==> src/rtl/botao_debounce_if.sv <==
// Button debouncer bus: raw button and service acknowledge toward the
// debouncer, clean press pulse / pending flag / press counter back out.
interface botao_debounce_if;
    logic       bt_raw;
    logic       ack;
    logic       bt;
    logic       pend;
    logic [7:0] presses;

    // Driver side (button source plus downstream acknowledge)
    modport master (
        output bt_raw,
        output ack,
        input  bt,
        input  pend,
        input  presses
    );

    // Debouncer side
    modport slave (
        input  bt_raw,
        input  ack,
        output bt,
        output pend,
        output presses
    );
endinterface

==> src/rtl/botao_debounce.sv <==
// Pedestrian button debouncer.
// The raw button is synchronised through two flops. A four-state FSM then
// accepts a level change only after DB_CYCLES consecutive equal samples.
// Each accepted press produces a one-cycle bt pulse, sets the pending flag
// (cleared by ack) and bumps a saturating press counter.
// Optional build macro BOTAO_LOCKOUT_EN: a press accepted while a request is
// still pending produces no pulse and no count; the FSM still tracks the
// button so the release is handled normally.
module botao_debounce #(
    parameter logic [7:0] DB_CYCLES = 8'd3
) (
    input  logic              clk,
    input  logic              rst,
    botao_debounce_if.slave   bus
);

    typedef enum logic [1:0] {
        IDLE,
        CONF_PRESS,
        PRESSED,
        CONF_REL
    } state_t;

    localparam logic [7:0] LP_LAST = DB_CYCLES - 8'd1;

    logic       r_sync1;
    logic       r_sync2;
    state_t     r_state;
    state_t     w_state_nxt;
    logic [7:0] r_cnt;
    logic [7:0] w_cnt_nxt;
    logic       w_accept;
    logic       w_pulse;
    logic       r_bt;
    logic       r_pend;
    logic [7:0] r_presses;

    // Two-flop synchroniser for the asynchronous button input
    always_ff @(posedge clk) begin
        if (!rst) begin
            r_sync1 <= 1'b0;
            r_sync2 <= 1'b0;
        end else begin
            r_sync1 <= bus.bt_raw;
            r_sync2 <= r_sync1;
        end
    end

    // State and stable-sample counter registers
    always_ff @(posedge clk) begin
        if (!rst) begin
            r_state <= IDLE;
            r_cnt   <= '0;
        end else begin
            r_state <= w_state_nxt;
            r_cnt   <= w_cnt_nxt;
        end
    end

    // Next-state logic: qualify press and release over DB_CYCLES samples
    always_comb begin
        w_state_nxt = r_state;
        w_cnt_nxt   = r_cnt;
        w_accept    = 1'b0;
        case (r_state)
            IDLE: begin
                if (r_sync2) begin
                    if (DB_CYCLES == 8'd1) begin
                        w_state_nxt = PRESSED;
                        w_cnt_nxt   = '0;
                        w_accept    = 1'b1;
                    end else begin
                        w_state_nxt = CONF_PRESS;
                        w_cnt_nxt   = 8'd1;
                    end
                end
            end
            CONF_PRESS: begin
                if (!r_sync2) begin
                    w_state_nxt = IDLE;
                    w_cnt_nxt   = '0;
                end else if (r_cnt == LP_LAST) begin
                    w_state_nxt = PRESSED;
                    w_cnt_nxt   = '0;
                    w_accept    = 1'b1;
                end else begin
                    w_cnt_nxt   = r_cnt + 8'd1;
                end
            end
            PRESSED: begin
                if (!r_sync2) begin
                    if (DB_CYCLES == 8'd1) begin
                        w_state_nxt = IDLE;
                        w_cnt_nxt   = '0;
                    end else begin
                        w_state_nxt = CONF_REL;
                        w_cnt_nxt   = 8'd1;
                    end
                end
            end
            CONF_REL: begin
                if (r_sync2) begin
                    w_state_nxt = PRESSED;
                    w_cnt_nxt   = '0;
                end else if (r_cnt == LP_LAST) begin
                    w_state_nxt = IDLE;
                    w_cnt_nxt   = '0;
                end else begin
                    w_cnt_nxt   = r_cnt + 8'd1;
                end
            end
            default: begin
                w_state_nxt = IDLE;
                w_cnt_nxt   = '0;
            end
        endcase
    end

    // Accepted press becomes a visible pulse unless locked out by a pending request
    always_comb begin
`ifdef BOTAO_LOCKOUT_EN
        w_pulse = w_accept & ~r_pend;
`else
        w_pulse = w_accept;
`endif
    end

    // Output registers: press pulse, pending flag (new press beats ack), counter
    always_ff @(posedge clk) begin
        if (!rst) begin
            r_bt      <= 1'b0;
            r_pend    <= 1'b0;
            r_presses <= '0;
        end else begin
            r_bt <= w_pulse;
            if (w_accept) begin
                r_pend <= 1'b1;
            end else if (bus.ack) begin
                r_pend <= 1'b0;
            end
            if (w_pulse && (r_presses != '1)) begin
                r_presses <= r_presses + 8'd1;
            end
        end
    end

    assign bus.bt      = r_bt;
    assign bus.pend    = r_pend;
    assign bus.presses = r_presses;

endmodule

==> src/flat_wrapper.sv <==
// flat-port wrapper written by rule: the top's interface ports become plain ports
module botao_debounce_flat 
#(
    parameter logic [7:0] DB_CYCLES = 8'd3
)
  (clk, rst, bus_bt_raw, bus_ack, bus_bt, bus_pend, bus_presses);
  botao_debounce_if bus_i ();
  input  logic clk;
  input  logic rst;
  input wire logic [$bits(bus_i.bt_raw)-1:0] bus_bt_raw;
  input wire logic [$bits(bus_i.ack)-1:0] bus_ack;
  output wire logic [$bits(bus_i.bt)-1:0] bus_bt;
  output wire logic [$bits(bus_i.pend)-1:0] bus_pend;
  output wire logic [$bits(bus_i.presses)-1:0] bus_presses;
  assign bus_i.bt_raw = bus_bt_raw;
  assign bus_i.ack = bus_ack;
  assign bus_bt = bus_i.bt;
  assign bus_pend = bus_i.pend;
  assign bus_presses = bus_i.presses;
  botao_debounce #(.DB_CYCLES(DB_CYCLES)) u_core (.clk(clk), .rst(rst), .bus(bus_i));
endmodule
==> config.mk <==
export PLATFORM = sky130hd
export DESIGN_NAME = botao_debounce_flat
export DESIGN_NICKNAME = d
export VERILOG_FILES = /design/src/rtl/botao_debounce_if.sv /design/src/rtl/botao_debounce.sv /design/src/flat_wrapper.sv
export SDC_FILE = /design/constraint.sdc
export NUM_CORES = 1
export LEC_CHECK = 0
export CAP_MARGIN = 0
export CELL_PAD_IN_SITES_DETAIL_PLACEMENT = 1
export CELL_PAD_IN_SITES_GLOBAL_PLACEMENT = 2
export CORE_MARGIN = 1
export CORE_UTILIZATION = 29
export DETAILED_ROUTE_END_ITERATION = 6
export PLACE_DENSITY_LB_ADDON = 0.1
export SLEW_MARGIN = 20
export SYNTH_ARGS = -nofsm -noshare
export SYNTH_HDL_FRONTEND = slang
export SYNTH_SLANG_ARGS = --single-unit
==> constraint.sdc <==
create_clock -name clk -period 1.6 [get_ports clk]
set_input_delay 0.32 -clock clk [delete_from_list [all_inputs] [get_ports clk]]
set_output_delay 0.32 -clock clk [all_outputs]
set_load 0.02 [all_outputs]
==> metrics.cfg <==
[global_routing]
grt_use_met3=0.0417
grt_max_degree=14
grt_overflow=0
globalRouteMet1Util=0.227
grt_pass1_vias=1122
grt_pass1_wl_mm=5.30
grt_usage=0.169
grt.busiest_layer=met2
antenna_found_initial=0
gr-usage-met2=0.263

[setup_path]
required_ps=1800
worstPathArrival_ps=1890
crit_fanout=4
criticalPathCategory=reg2reg
reg2reg_slack_ps=-90
cp-end-kind=register
critPathLaunchType=register

[clock_network]
clock_latency_ps=270
numClockSinks=22
path_clk_slew_ps=90
h-tree-depth=1
numCtsBuffers=3
holdBufCountCts=0
cts_tree=done
cts_max_path_buffers=2
cts-root-buf=clkbuf_8

[route]
via_per_inst=5.24
route.detailed.drc=0
via_count=1106
dr.pass1.iters=4
ant_nets=0
drtIter0Drc=21
routed_wirelength_mm=3.34
wl_per_cell_um=15.8

[finish]
area.growth.synth_to_final_pct=52.9
drive_above_1_share=0.358
stdcell_count=211
antenna_cells=0
nFillCells=421
nets=173

[place]
post-dp-hpwl_mm=2.41
port_buffers=13
place_congestion=0.781
place_inst=202

[floorplanning]
die_w_um=63.4
rows=21
pin_count=14
dieArea_sq_um=4020
initial_core_util=0.315
die_h_um=63.4
core_sq_um=3470

[timing]
setup_ws_ps=-88.1
hold_ws_ps=444
relSlewSlack=0.686
final.period_utilization=1.06
tightestPinTransition_ps=465
skew_ps=7.36
fin_crit_ps=1690
setup_viol=11
hold_viol_final=0
drv_slew=0
max_freq_ghz=0.592
grt_setup_unrepaired=true

[power]
power_mw=1.14
powerDensity_nw_per_um2=680
p_leak_nw=0.697
irDropWorstVdd_uv=322

[synthesis]
yosysWarnings=0
synthFlopType=dfxtp_1
synth_edf_count=0
ys_types=39
synth_cells=119
synthesis.area_sq_um=1090
postSynth.asyncResetShare=0
synth-seq-area-share=0.403
synth_seq_cells=22
synth_nets=126
avgSynthCellArea_sq_um=9.18

[outcome]
status=complete, but fails checks
violations=negative setup slack

[job]
maxCapViolCount=0

[hold_path]
hold_class=reg2reg

[layout make-up]
type                    count  area, sq um  share of cell area
multi-input cells          88          712               0.426
flip-flops and latches     22          443               0.265
repair buffers             45          364               0.218
well taps                  46         57.6              0.0345
clock buffers               3         41.3              0.0247
clock inverters             1         30.0              0.0180
inverters                   6         22.5              0.0135
[sequential cells by signal (all words and copies together), names as in the netlist, named ones only]
| name | cells |
|---|---|
| u_core.bus.presses | 8 |
| u_core.r_cnt | 8 |
| u_core.bus.bt | 1 |
| u_core.bus.pend | 1 |
| u_core.r_state | 1 |
| u_core.r_sync1 | 1 |
| u_core.r_sync2 | 1 |
[logic make-up after synthesis]
group / after synthesis / share of synthesized area
AOI/OAI and AO/OA: 32 / 0.194
buffers and inverters: 9 / 0.0332
xor gates and xnor gates: 6 / 0.0481
and+or+nand+nor: 47 / 0.288
adders and majority gates: 3 / 0.0344
DFF: 22 / 0.403
[per-stage QoR]
stage	cell area, sq um	setup TNS (ps)	setup slack [ps]	util
5_1_grt	1670	-987	-142	0.482
4_1_cts	1590	-406	-101	0.459
2_1_floorplan	1120	-91.6	-91.6	-
3_3_place_gp	1500	-93.3	-26.1	0.431
6_report	1670	-476	-88.1	0.482
3_5_place_dp	1500	-579	-105	0.431
[cell usage in the layout, fill, tap and decap left out, drive strengths merged, types with 2 or more instances in the layout]
cell            n
o21ai          10
nor4b           3
a21oi           9
and3            5
and2            2
o31ai           2
or4             2
or3             4
ha              3
clkdlybuf4s50   5
nand2           7
inv             5
xor2            6
buf            32
nor3b           2
clkbuf          3
nand3           9
o21a            2
dfxtp          22
o2111ai         3
nor2            5
dlygate4sd2     7
[Yosys cell counts (2+ instances only)]
cell       count  area, sq um
o2111ai_1      2         17.5
buf_2          2         10.0
and2_1         2         12.5
inv_1          5         18.8
or3_1          4         25.0
ha_1           3         37.5
o31ai_1        2         15.0
nor2_1         5         18.8
nor3b_1        2         15.0
o21ai_0       10         50.1
a21oi_1        9         45.0
o21a_1         2         15.0
dfxtp_1       22          440
nand3_1        8         40.0
and3_1         5         31.3
xor2_1         6         52.6
or4_1          2         15.0
nand2_1        7         26.3
[where the power goes]
group	switching (mW)	total (mW)	internal (mW)
Sequential	0.00235	0.554	0.552
Clock	0.191	0.525	0.334
Combinational	0.0302	0.0571	0.0269
Total	0.223	1.14	0.913
[layer usage]
layer / share of wire / wire (um)
met5: 0 / 0
met4: 0.0045 / 15
met3: 0.036 / 121
met2: 0.46 / 1550
met1: 0.50 / 1660
[worst paths after layout]
| kind | endpoint | startpoint | depth (start not counted) |
|---|---|---|---|
| max | u_core.bus.presses[5] | u_core.r_cnt[0] | 7 |
| min | u_core.r_sync2 | u_core.r_sync1 | 1 |
| max reg2reg | u_core.bus.presses[5] | u_core.r_cnt[0] | 7 |
| min reg2reg | u_core.r_sync2 | u_core.r_sync1 | 1 |
[repair_timing]
item,in CTS,in global routing
pin swaps,4,6
cloned,0,0
setup endpoints to repair,17,13
setup buffers,1,4
gates resized for setup,11,10
[worst max-delay path, cell delays in order, from the launching register on]
cell and delay, ps:
dfxtp_2 330, inv_2 70, ha_4 120, nor4b_4 230, buf_4 200, nand4_4 120
or4_4 440, a21oi_2 120
Power figures use the tool's default switching activity.
